<file path="src/rtl/lane_interleaver_2to1.sv">
// Two-lane to one-stream interleaver. Each lane has a small FIFO, and the FIFOs
// drain in fixed alternating slots (lane 0, lane 1, ...) so a 1:2 demux recovers the lanes.
module lane_interleaver_2to1 #(
    parameter int WIDTH = 8,
    parameter int DEPTH = 4,
    parameter int ADDR  = 2
) (
    input  logic             clk_2f,
    input  logic             reset,
    input  logic [WIDTH-1:0] data_in_0,
    input  logic             valid_in_0,
    output logic             ready_0,
    input  logic [WIDTH-1:0] data_in_1,
    input  logic             valid_in_1,
    output logic             ready_1,
    output logic [WIDTH-1:0] data_out,
    output logic             valid_out,
    output logic             lane_out
);

    localparam logic [ADDR:0] FULL_COUNT = (ADDR + 1)'(DEPTH);

    logic [1:0][WIDTH-1:0] lane_data;
    logic [1:0]            lane_valid;
    logic [1:0]            lane_ready;
    logic [1:0]            lane_pop;
    logic [1:0][WIDTH-1:0] lane_head;
    logic                  slot_sel;

    assign lane_data  = {data_in_1, data_in_0};
    assign lane_valid = {valid_in_1, valid_in_0};
    assign ready_0    = lane_ready[0];
    assign ready_1    = lane_ready[1];

    for (genvar l = 0; l < 2; l++) begin : g_lane
        logic [WIDTH-1:0] mem [DEPTH];
        logic [ADDR-1:0]  wr_ptr;
        logic [ADDR-1:0]  rd_ptr;
        logic [ADDR:0]    count;
        logic             push;

        // Ready looks only at registered occupancy; a pop in the same slot never frees room early.
        assign lane_ready[l] = !reset && (count != FULL_COUNT);
        assign push          = lane_valid[l] && lane_ready[l];
        assign lane_pop[l]   = (slot_sel == 1'(l)) && (count != '0);
        assign lane_head[l]  = mem[rd_ptr];

        // NOTE: the storage array has no reset; count and pointers alone decide which entries are live.
        // NOTE: non-blocking assignments make every register update independent of statement order.
        always_ff @(posedge clk_2f) begin
            if (push) begin
                mem[wr_ptr] <= lane_data[l];
            end
        end

        always_ff @(posedge clk_2f) begin
            if (reset) begin
                wr_ptr <= '0;
                rd_ptr <= '0;
                count  <= '0;
            end else begin
                if (push) begin
                    wr_ptr <= wr_ptr + ADDR'(1);
                end
                if (lane_pop[l]) begin
                    rd_ptr <= rd_ptr + ADDR'(1);
                end
                case ({push, lane_pop[l]})
                    2'b10:   count <= count + (ADDR + 1)'(1);
                    2'b01:   count <= count - (ADDR + 1)'(1);
                    default: count <= count;
                endcase
            end
        end
    end

    // The slot advances every cycle, sent or not, so lane alignment downstream never slips.
    always_ff @(posedge clk_2f) begin
        if (reset) begin
            slot_sel  <= 1'b0;
            data_out  <= '0;
            valid_out <= 1'b0;
            lane_out  <= 1'b0;
        end else begin
            slot_sel  <= !slot_sel;
            lane_out  <= slot_sel;
            valid_out <= lane_pop[slot_sel];
            if (lane_pop[slot_sel]) begin
                data_out <= lane_head[slot_sel];
            end
        end
    end

endmodule
</file>
<file path="config.mk">
export PLATFORM = sky130hd
export DESIGN_NAME = lane_interleaver_2to1
export DESIGN_NICKNAME = d
export VERILOG_FILES = /design/src/rtl/lane_interleaver_2to1.sv
export SDC_FILE = /design/constraint.sdc
export NUM_CORES = 1
export LEC_CHECK = 0
export CAP_MARGIN = 20
export CORE_ASPECT_RATIO = 1.4
export CORE_MARGIN = 5
export CORE_UTILIZATION = 40
export DETAILED_ROUTE_END_ITERATION = 6
export SLEW_MARGIN = 20
export SYNTH_ARGS = -nofsm -noshare
export SYNTH_HDL_FRONTEND = slang
export SYNTH_SLANG_ARGS = --single-unit
</file>
<file path="constraint.sdc">
create_clock -name clk_2f -period 2.2 [get_ports clk_2f]
set_input_delay 0.33 -clock clk_2f [delete_from_list [all_inputs] [get_ports clk_2f]]
set_output_delay 0.33 -clock clk_2f [all_outputs]
set_load 0.02 [all_outputs]
</file>
=== Yosys cells after proc, flatten, opt, wreduce, memory -nomap -nowiden ===
Memory sizes are Yosys's and may differ from the RTL's. A register that Yosys moved wholly into a read port is not among the register bits.
Index checks and enable logic that the tools add are counted.

* Register bits: 25
* Latch bits: 0
* RAM bits: 64
* Memory bits (read-only): 0
* Input port bits: 20
* Memories: 2

* Add/sub/neg operators: 8
* Multiply operators: 0
* Div/mod/pow operators: 0
* Order comparisons: 1
* Equality and inequality tests: 6
* Shift operators: 0
* Muxes and demuxes: 14
* Bitwise operators: 1
* Reductions and logical operators: 12

{| class="wikitable"
|+ Memories
! name !! depth !! width !! read ports !! clocked after Yosys merged registers in !! write ports !! RTL line !! text
|-
| g_lane[0].mem || 4 || 8 || 1 || 1 || 1 || 36 || <nowiki>logic [WIDTH-1:0] mem [DEPTH];</nowiki>
|-
| g_lane[1].mem || 4 || 8 || 1 || 1 || 1 || 36 ||
|}

{| class="wikitable"
|+ Operators by type and width
! kind !! number
|-
| 2-to-1 mux 8 bit || 2
|-
| one-hot mux 3 bit (2 select lines) || 2
|-
| adder 2 x 1 -> 2 bit (second input constant) || 4
|-
| 2-to-1 mux 2 bit || 4
|-
| adder 3 x 1 -> 3 bit (second input constant) || 2
|-
| logical AND 1 bit || 6
|-
| 2-to-1 mux 1 bit || 6
|-
| != test 3 bit (second input constant) || 2
|-
| nonzero test 3 bit || 2
|-
| subtractor 3 x 1 -> 3 bit (second input constant) || 2
|-
| == test 2 x 1 -> 1 bit (second input constant) || 2
|-
| == test 2 bit (second input constant) || 2
|-
| nonzero test 2 bit || 2
|-
| zero test 1 bit || 2
|-
| < comparator 1 x 2 -> 1 bit (second input constant) || 1
|-
| NOT 1 bit || 1
|}

=== Logic depth before layout (Yosys ltp) ===
* Word-level depth: 5
* Depth in mapped cells: 10

=== Worst setup path after synthesis ===
No wires, ideal clock.

* Path type: reg2reg
* Start point: register slot_sel
* End point: register g_lane[1].count[2]
* Arrival time: 1902 ps
* Slack: 227 ps
* Stages on the path, launching flop included: 11
* Cells stage by stage: dfxtp_1 -> buf_2 -> o31ai_1 -> buf_4 -> inv_1 -> ha_1 -> inv_1 -> fa_1 -> xor2_1 -> or3_1 -> a21oi_1

* Longest elaborated chain between the ends: 3
* Elaborated cells on any way between the ends: 5
* Those cells by class: eq/ne (2); mux (1); reduce/logical (2)

{| class="wikitable"
|+ RTL lines
! what !! RTL line !! text
|-
| from (decl) || 28 || <nowiki>logic slot_sel;</nowiki>
|-
| from (signal assigned) || 85 || <nowiki>slot_sel <= !slot_sel;</nowiki>
|-
| logical AND 1 bit * || 45 || <nowiki>assign lane_pop[l] = (slot_sel == 1'(l)) && (count != '0);</nowiki>
|-
| via lane_pop[1] || 26 || <nowiki>logic [1:0] lane_pop;</nowiki>
|-
| == test 2 x 1 -> 1 bit / == test 2 bit (equally long branches) || 68 || <nowiki>case ({push, lane_pop[l]})</nowiki>
|-
| one-hot mux 3 bit (2 select lines) / nonzero test 2 bit (equally long branches) || - ||
|-
| to (signal assigned) || 69 || <nowiki>2'b10: count <= count + (ADDR + 1)'(1);</nowiki>
|-
| to (signal assigned) || 70 || <nowiki>2'b01: count <= count - (ADDR + 1)'(1);</nowiki>
|-
| to (signal assigned) || 71 || <nowiki>default: count <= count;</nowiki>
|-
| to (decl) || 39 || <nowiki>logic [ADDR:0] count;</nowiki>
|}

The timed path passes the listed nets; every way through them passes the cells marked *.
A chain may end at the register's enable or synchronous reset.

=== Worst setup path after layout ===
* Start point: register g_lane[0].count[2]
* End point: register g_lane[0].count[2]

* Longest elaborated chain between the ends: 5
* Elaborated cells on any way between the ends: 11
* Those cells by class: add/sub (2); eq/ne (3); mux (1); reduce/logical (5)

{| class="wikitable"
|+ RTL lines
! what !! RTL line !! text
|-
| from (decl) || 39 ||
|-
| from (signal assigned) || 69 ||
|-
| from (signal assigned) || 70 ||
|-
| from (signal assigned) || 71 ||
|-
| != test 3 bit || 43 || <nowiki>assign lane_ready[l] = !reset && (count != FULL_COUNT);</nowiki>
|-
| logical AND 1 bit || 43 ||
|-
| logical AND 1 bit || 44 || <nowiki>assign push = lane_valid[l] && lane_ready[l];</nowiki>
|-
| == test 2 x 1 -> 1 bit / == test 2 bit (equally long branches) || 68 ||
|-
| one-hot mux 3 bit (2 select lines) / nonzero test 2 bit (equally long branches) || - ||
|}

Several ways; a longest one is shown, not always the timed one.

==> flow_summary.ini <==
[sta]
tightest_slew_ps = 538
finalCritPeriodShare = 0.950
fin_skew_ps = 7.30
slew_violations = 0
slew_headroom = 0.641
min_period_ps = 2090
hold_viol_final = 0
finalSetupViolCount = 0
whs_ps = 489
rsz0062_at_grt = no
setup_tns_ps = 0
fmax_mhz = 479

[pwr]
intPower_w = 0.00349
swShare = 0.288
p_leak_nw = 1.65
pwr-share-clk = 0.287
peakVddDrop_mv = 0.485
power_frac_seq = 0.454
powerDensity_nw_per_um2 = 1050
comb_power_share = 0.259
p_total_w = 0.00491
power.switching_w = 0.00141

[finish]
instances_no_fill = 419
multi_input_area_um2 = 1200
regArea_um2 = 2500
fillers = 843
diodes = 0
drive_above_1_share = 0.217
syn2layout_area_growth_pct = 20.6
nets = 336

[detailed_routing]
drcViolationCount = 0
wl_um = 7030
antenna_left = 0
wl_per_cell_um = 16.8
vias = 2134
first_pass_iters = 4
vias_per_cell = 5.09
drt-initial-drc-count = 129

[status]
outcome = completed

[clock_tree]
cts_buffer_depth = 2
clk_pin_slew_ps = 60
cts_hold_buffers = 0
cts_tree = built
clock_latency_ps = 340
clock-sinks = 93
post_cts_buffers = 0
htreeDepth = 3
cts-buffers-inserted = 9
cts_root_buf = clkbuf_16
cts_resized = 0

[global_routing]
grt_first_pass_wirelength_um = 11600
grt_pass1_vias = 2258
grt_max_degree = 25
antenna_found_initial = 0
use_met2 = 0.212
use_met3 = 0.0346
grt_usage = 0.132
grtUsageMet1 = 0.158
top_usage_layer = met2
grt_overflow_total = 0

[setup_path]
path_class = reg -> reg
cp-start-kind = flop
cp-startpoint = g_lane[0].count[2]
reg2reg_from = g_lane[0].count[2]
path_max_fanout = 4
critical_path_required_ps = 2470
crit_arrival_ps = 2350
end_kind = flop
r2r_slack_ps = 110
r2r_end = g_lane[0].count[2]
crit_end = g_lane[0].count[2]
r2r.worst_path.cells = 9

[yosys]
avgSynthCellArea_um2 = 15.2
syn-num-nets = 286
yosysUniqueCellTypes = 33
syn_area_um2 = 3860
yosys_warnings = 0
synth_seq_area_share = 0.649
synth-seq-cells = 93
synth_edf_count = 64
ys.flop_type = edfxtp_1
async_flop_share = 0
postSynthCellCount = 254

[floorplan]
initial_core_util = 0.408
core_area_um2 = 9460
die_x_um = 93.0
boundaryPins = 32
num_rows = 42
die-area_um2 = 11700
die_h_um = 126

[worst_hold_path]
hp-class = reg -> reg

[run]
cap_violations = 0

[placement]
dp_hpwl_um = 4900
gp_congestion = 0.753
port_buffers = 31
dp_cells = 403
-- how the worst min path moves through the flow --
| stage | from | cells after the start | end | slack, ps |
|---|---|---|---|---|
| after floorplan | data_in_0[0] | 0 | g_lane[0].mem[0][0] | 430 |
| after detailed placement | g_lane[0].rd_ptr[1] | 2 | flop | 480 |
| after global routing | g_lane[0].rd_ptr[1] | 2 | g_lane[0].rd_ptr[1] | 520 |
| after global placement | g_lane[0].rd_ptr[1] | 2 | g_lane[0].rd_ptr[1] | 470 |
| after CTS | g_lane[0].rd_ptr[1] | 2 | g_lane[0].rd_ptr[1] | 490 |
| final | g_lane[0].rd_ptr[1] | 2 | g_lane[0].rd_ptr[1] | 490 |
-- layout make-up --
type                            count  share of cell area
Clock inverter                      3             0.00484
Timing Repair Buffer               53               0.102
Sequential cell                    93               0.538
Multi-Input combinational cell    130               0.258
Inverter                           17              0.0137
Clock buffer                       13              0.0538
Tap cell                          110              0.0296
-- kinds of logic (layout without fill, tap and decap cells) --
kind of cell | after synthesis | in the layout | synth area share
multiplexers | 26 | 26 | 0.102
adder cells (fa/ha/maj) | 12 | 12 | 0.0428
buffers and inverters | 31 | 86 | 0.0402
AO/OA/AOI/OAI | 41 | 41 | 0.0885
flip-flops | 93 | 93 | 0.649
XOR/XNOR | 6 | 6 | 0.0136
AND/OR/NAND/NOR | 45 | 45 | 0.0645
-- per-layer routing --
metal	routed length (um)	vias to the layer above	share of wire
li1	-	1058	-
met1	3020	1032	0.43
met2	3580	32	0.51
met3	251	12	0.036
met4	176	0	0.025
met5	0	-	0
-- cell usage after synthesis (3+ instances only) --
| master | count | share of area |
|---|---|---|
| a21oi_1 | 9 | 0.012 |
| and2_1 | 8 | 0.013 |
| buf_2 | 6 | 0.0078 |
| buf_6 | 3 | 0.0088 |
| dfxtp_1 | 29 | 0.15 |
| edfxtp_1 | 64 | 0.50 |
| ha_1 | 10 | 0.032 |
| inv_1 | 17 | 0.017 |
| mux2_1 | 5 | 0.015 |
| mux2_2 | 11 | 0.032 |
| mux4_2 | 9 | 0.053 |
| nor2_1 | 23 | 0.022 |
| nor3_2 | 3 | 0.0078 |
| o2111ai_1 | 8 | 0.018 |
| o21ai_0 | 3 | 0.0039 |
| o22ai_1 | 7 | 0.011 |
| o31ai_1 | 5 | 0.0097 |
| o41ai_2 | 7 | 0.030 |
| or3_1 | 3 | 0.0049 |
| or4_1 | 3 | 0.0058 |
| xor2_1 | 6 | 0.014 |
-- stage by stage --
step           instance area, um2  setup WS, ps   util
3_5_place_dp                 4380          -115  0.463
3_3_place_gp                 4380         -25.4  0.463
4_1_cts                      4650           108  0.492
2_1_floorplan                3860           227      -
5_1_grt                      4650        0.0910  0.492
6_report                     4650           111  0.492
-- cell usage in the layout, fill, tap and decap left out, drive strengths merged, types with 7 or more instances in the layout --
cell and instances:
edfxtp 64, clkdlybuf4s50 31, dfxtp 29, nor2 23, buf 22, inv 17, mux2 16, clkbuf 13
ha 10, mux4 9, a21oi 9, and2 8, o2111ai 8, o22ai 7, o41ai 7
-- state kept, by name (all words and copies together) (netlist names), named ones only --
signal,flops
valid_out,1
g_lane.mem,64
lane_out,1
g_lane.wr_ptr,4
g_lane.count,6
slot_sel,1
data_out,8
g_lane.rd_ptr,4
-- power groups by stage --
stage / clock [W] / combinational [W] / sequential, W
2_1_floorplan: 0 / 0.000830 / 0.00228
3_3_place_gp: 0 / 0.00126 / 0.00227
3_5_place_dp: 0 / 0.00129 / 0.00227
4_1_cts: 0.00146 / 0.00130 / 0.00224
5_1_grt: 0.00153 / 0.00141 / 0.00226
6_report: 0.00141 / 0.00127 / 0.00223
-- critical path, cell delays in order (launching register included) --
cell and delay, ps:
dfxtp_1 370, nor3b_2 320, nor3_2 80, inv_1 60
ha_1 150, inv_1 50, fa_1 380, xor2_1 170
or3_1 310, a21oi_1 150
(Power assumes the default switching activity.)
==> RTL edit 1 (same settings) <==
`DEPTH`: 4 -> 8.
--- a/src/rtl/lane_interleaver_2to1.sv
+++ b/src/rtl/lane_interleaver_2to1.sv
@@ -2,7 +2,7 @@
 // drain in fixed alternating slots (lane 0, lane 1, ...) so a 1:2 demux recovers the lanes.
 module lane_interleaver_2to1 #(
     parameter int WIDTH = 8,
-    parameter int DEPTH = 4,
+    parameter int DEPTH = 8,
     parameter int ADDR  = 2
 ) (
     input  logic             clk_2f,
Function: changed (a bounded check fails within 4 cycles, from zero or initial values and one cycle with reset high).
==> RTL edit 1 against the unedited design <==
Wire length down 6.7%; synthesized cell count down 5.9%; cell count down 3.1%; final area down 0.75%; area after synthesis down 3.1%; sequential cell count unchanged; worst setup slack worse by 35 ps; non-clock buffer count unchanged; critical endpoint unchanged.
Power is not compared: it rests on default switching activity, and its combinational part moved more than twofold at a synthesized area within 25%.
==> RTL edit 1: results (changes against the unedited design) <==
Cells and area
  • #MultiIn Comb: 122 (-6.2%)
  • Clock-cell share: 0.0634 (+0.00478)
  • FILL cells: 771 (-8.5%)
  • Clk_buf instances: 11 (-2)
  • Multi-input combinational area share: 0.251 (-0.00752)
  • Proportion of layout cells with a drive suffix above 1: 0.181 (-0.0362)
  • Number of non-clock inverters in the layout: 15 (-2)
  • Final net count: 326 (-3.0%)
  • Non-clock buffer share of cell area: 0.103 (+0.000504)
  • Final instance area: 4620 um^2 (-0.75%)
  • Flip-flop and latch area: 2500 um^2 (about the same)

Global route
  • Gr usage total: 0.123 (-0.00943)
  • First-pass GRT wire length: 10,700 um (-7.6%)
  • Met2 Track Usage GR: 0.217 (+0.00440)
  • Vias in the first global route: 2,142 (-5.1%)
  • Met1 Usage GRT: 0.138 (-0.0202)
  • Largest net degree at the start of global routing: 21 (-16%)
  • Initial antenna violation count: 0 (unchanged)
  • Met3 global-route usage: 0.0302 (-0.00439)

STA
  • Fmax: 471 MHz (-1.6%)
  • Worst Skew: 4.08 ps (-3.21 ps)
  • Max-slew headroom: 0.617 (-0.0238)
  • WHS: 477 ps (-11.5 ps)

Routing
  • Routed wire length per instance: 16.2 um (-3.7%)
  • DR WL met3: 207 um (-18%)
  • M1 wire length: 2730 um (-9.7%)
  • WL final: 6560 um (-6.7%)
  • Routed wl met2: 3500 um (-2.1%)
  • Vias per cell: 5.13 (+0.74%)
  • DRT iter0 DRCs: 65 (-50%)

Power and ir drop
  • Overall Power: ~3500 uW

Placed design
  • Cell Area, Placed: 4300 um^2 (-1.8%)
  • HPWL after DPL: 4780 um (-2.3%)
  • Setup WS pre-CTS: -234 ps (-119 ps)
  • RD Place Congestion: 0.705 (-6.4%)
  • DP Cell Count: 390 (-3.2%)

Logic synthesis
  • Commonest cells post-synth: edfxtp_1 (64), dfxtp_1 (29), inv_1 (14), mux2i_1 (12), nor2_1 (12)
  • Most area-consuming cells after synthesis: edfxtp_1 (51%), dfxtp_1 (16%), mux4_1 (4.9%), ha_1 (3.3%), mux2i_1 (3.2%)
  • Syn avg cell area: 15.6 um^2 (+3.0%)
  • Syn_nets: 271 (-5.2%)
  • Library cells used by synthesis: 38 (+15%)
  • Sequential share of the synthesized area: 0.669 (+0.0208)

Setup path
  • Worst path slowest cell: or3_4
  • Worst r2r src: g_lane[0].count[1]
  • Critical Path AT: 2390 ps (+40 ps)
  • Crit-path max FO: 2 (-2)
  • CP max stage delay: 390 ps
  • Flop2flop setup slack: 80 ps (-30 ps)

Worst hold path
  • Hold path start: data_out[1]
  • Hold path depth: 1 (-1)
  • End of the worst hold path: data_out[1]

Floorplanning
  • Core ar.: 9080 um^2 (-4.0%)

CTS
  • Cts repair resizes: 3 (+3)

Status
  • Status: finished, final reports clean
RTL edit 1: cell count changes after synthesis, sizes merged, moves of 4 or more:
cell     delta
a22oi       +6
o41ai       -7
nand4       +4
o22ai       -7
buf         -6
a32o        +6
mux2       -14
or2         +6
o2111ai     -8
mux2i      +11
nor2       -11
RTL edit 1: cells by family (layout without fill, tap and decap cells):
| group | Yosys count | count (layout) | synth area share |
|---|---|---|---|
| flops | 93 | 93 | 0.669 |
| simple gates | 46 | 46 | 0.0706 |
| compound gates | 34 | 34 | 0.0659 |
| mux | 24 | 24 | 0.105 |
| buf+inv | 24 | 84 | 0.0305 |
| fa+ha+maj | 12 | 12 | 0.0442 |
| xor+xnor | 6 | 6 | 0.0141 |
RTL edit 1: power by group:
group | leakage [uW] | switching [uW] | internal [uW]
sequential | 0.000811 | 8.27 | 1880
combinational | 0.000599 | 63.9 | 69.1
clock | 0.000140 | 606 | 884
total | 0.00155 | 679 | 2830
==> RTL edit 2 (same flow settings) <==
Made on the original files. Make the reset (`reset`) asynchronous in 2 clocked blocks.
--- a/src/rtl/lane_interleaver_2to1.sv
+++ b/src/rtl/lane_interleaver_2to1.sv
@@ -53,7 +53,7 @@
             end
         end
 
-        always_ff @(posedge clk_2f) begin
+        always_ff @(posedge clk_2f or posedge reset) begin
             if (reset) begin
                 wr_ptr <= '0;
                 rd_ptr <= '0;
@@ -75,7 +75,7 @@
     end
 
     // The slot advances every cycle, sent or not, so lane alignment downstream never slips.
-    always_ff @(posedge clk_2f) begin
+    always_ff @(posedge clk_2f or posedge reset) begin
         if (reset) begin
             slot_sel  <= 1'b0;
             data_out  <= '0;
Behaviour: differs if reset is asserted again (counterexample within 4 cycles, from zero or initial values and one cycle with reset high); with reset held inactive, the same outputs for 10 cycles.
==> RTL edit 2 against the unedited design <==
Area after synthesis is 5.1% lower; final area is 0.56% lower; worst setup slack better by 55 ps; sequential cell count is 4 lower; synthesized cell count is 19% lower; global-route usage is 0.51 points lower; sequential power is 10% higher; count of clock-buffer cells in the layout is 4 lower; via count is 15% lower; utilization is 2.3 points higher; clock skew is 0.51 ps lower; total power is 20% higher; wire length is 9.8% lower; combinational power is 44% higher; largest power group unchanged.
==> RTL edit 2: results (changes against the unedited design) <==
Status
  • Status: finished, final reports clean

Cells and area
  • Proportion of layout cells with a drive suffix above 1: 0.215 (-0.00173)
  • Final net count: 292 (-13%)
  • Top flop regs: g_lane.mem: 64 flops, data_out: 8 flops, g_lane.count: 6 flops
  • Inserted Diodes: 0 (unchanged)
  • FILL cells: 746 (-12%)

Placed design
  • DP Cell Count: 356 (-12%)
  • Buffers on Ports: 31 (unchanged)
  • HPWL after DPL: 4500 um (-8.2%)
  • RD Place Congestion: 0.738 (-2.0%)

Logic synthesis
  • Syn avg cell area: 17.9 um^2 (+18%)
  • Syn. warnings: 0 (unchanged)
  • Library cells used by synthesis: 31 (-6.1%)
  • Commonest cells post-synth: edfxtp_1 (64), dfrtp_1 (25), inv_1 (23), mux4_2 (15)
  • Number of flops mapped to enable cells by yosys: 64 (unchanged)
  • Sequential share of the synthesized area: 0.696 (+0.0473)
  • Syn_nets: 237 (-17%)
  • Asr flop ratio synth: 0.281 (+0.281)
  • Most area-consuming cells after synthesis: edfxtp_1 (52%), dfrtp_1 (17%), mux4_2 (9.2%), ha_1 (3.4%), inv_1 (2.4%)

CTS
  • Clk buf depth: 2 (unchanged)
  • Cts repair resizes: 0 (unchanged)
  • Clock root cell: clkbuf_16
  • Clk_lat worst skew: 330 ps
  • Worst-path clk slew: 60 ps (about the same)
  • Post-CTS Setup Bufs: 0 (unchanged)
  • Total CTS buffers: 9 (unchanged)
  • Htree depth: 3 (unchanged)

STA
  • Final Max Slew Viols: 0 (unchanged)
  • Worst Skew: 6.79 ps (-0.509 ps)
  • Worst slew pin tran: 427 ps (-112 ps)

Global route
  • Gr usage total: 0.127 (-0.00507)
  • Largest net degree at the start of global routing: 22 (-12%)
  • Vias in the first global route: 1,957 (-13%)
  • First-pass GRT wire length: 10,300 um (-11%)
  • Initial antenna violation count: 0 (unchanged)

Setup path
  • Crit-path max FO: 5 (+1)
  • Critical Path AT: 1700 ps (-650 ps)
  • Worst R2R Path Depth: 9 (unchanged)

Routing
  • DRT iter0 DRCs: 85 (-34%)
  • Via Count: 1,806 (-15%)
  • First-pass DRT Iterations: 4 (unchanged)
  • WL final: 6340 um (-9.8%)
  • Routed wire length per instance: 17.0 um (+1.6%)

Power and ir drop
  • Lkg Pwr: 0.00174 uW (+5.3%)
  • IR Drop Worst-Case VDD: 0.738 mV (+52%)

Worst hold path
  • Worst min path class: in2async
## RTL edit 2: metal layers
layer	routed length, um	global-route usage	vias to the layer above
met5	0	0	-
met2	3380	0.209	32
met4	124	0.0661	0
li1	-	-	868
met1	2610	0.152	898
met3	217	0.0365	8
## RTL edit 2: final cells by class
| cell class | count | area (um^2) | share of cell area |
|---|---|---|---|
| Inverter | 25 | 93.8 | 0.0203 |
| Timing Repair Buffer | 49 | 546 | 0.118 |
| Sequential cell | 89 | 2550 | 0.551 |
| Clock inverter | 7 | 93.8 | 0.0203 |
| Clock buffer | 9 | 225 | 0.0487 |
| Multi-Input combinational cell | 86 | 987 | 0.213 |
| Tap cell | 107 | 134 | 0.0289 |
## RTL edit 2: per-stage QoR
stage / area (um^2) / hold slack, ps / setup slack [ps]
6_report: 4630 / 413 / 166
5_1_grt: 4630 / 438 / 93.0
4_1_cts: 4630 / 413 / 130
3_5_place_dp: 4310 / 517 / -28.7
3_3_place_gp: 4310 / 506 / 32.5
2_1_floorplan: 3660 / 357 / 333
## RTL edit 2: kinds of logic (layout without fill, tap and decap cells)
kind of cell,Yosys count,after routing,share of synthesized area
AND/OR/NAND/NOR,19,19,0.0287
buffers and inverters,30,90,0.0345
multiplexers,22,22,0.118
adder cells (fa/ha/maj),12,12,0.0451
XOR/XNOR,12,12,0.0287
flip-flops,89,89,0.696
AO/OA/AOI/OAI,21,21,0.0492
## RTL edit 2: critical path: stages (launching register included)
cell and delay [ps]:
dfrtp_1 490, nor2_2 100, a21oi_1 160, clkdlybuf4s50_1 620
## RTL edit 2: worst paths after layout
check / endpoint / from / slack, ps
worst min register to register: data_out[0] / data_out[0] / 520
worst max register to register: g_lane[0].count[2] / g_lane[0].count[0] / 270
min in group clk_2f: data_out[0] / data_out[0] / 520
worst max-delay path: ready_1 / g_lane[1].count[0] / 170
worst min-delay path: g_lane[1].count[1] / reset / 410
max in group asynchronous: g_lane[0].count[0] / reset / 1260
## RTL edit 2: power by group
part	total, uW	leakage [uW]	switching, uW	internal, uW
registers	2460	0.000870	299	2160
clock network	1600	0.000153	602	994
logic	1830	0.000713	858	967
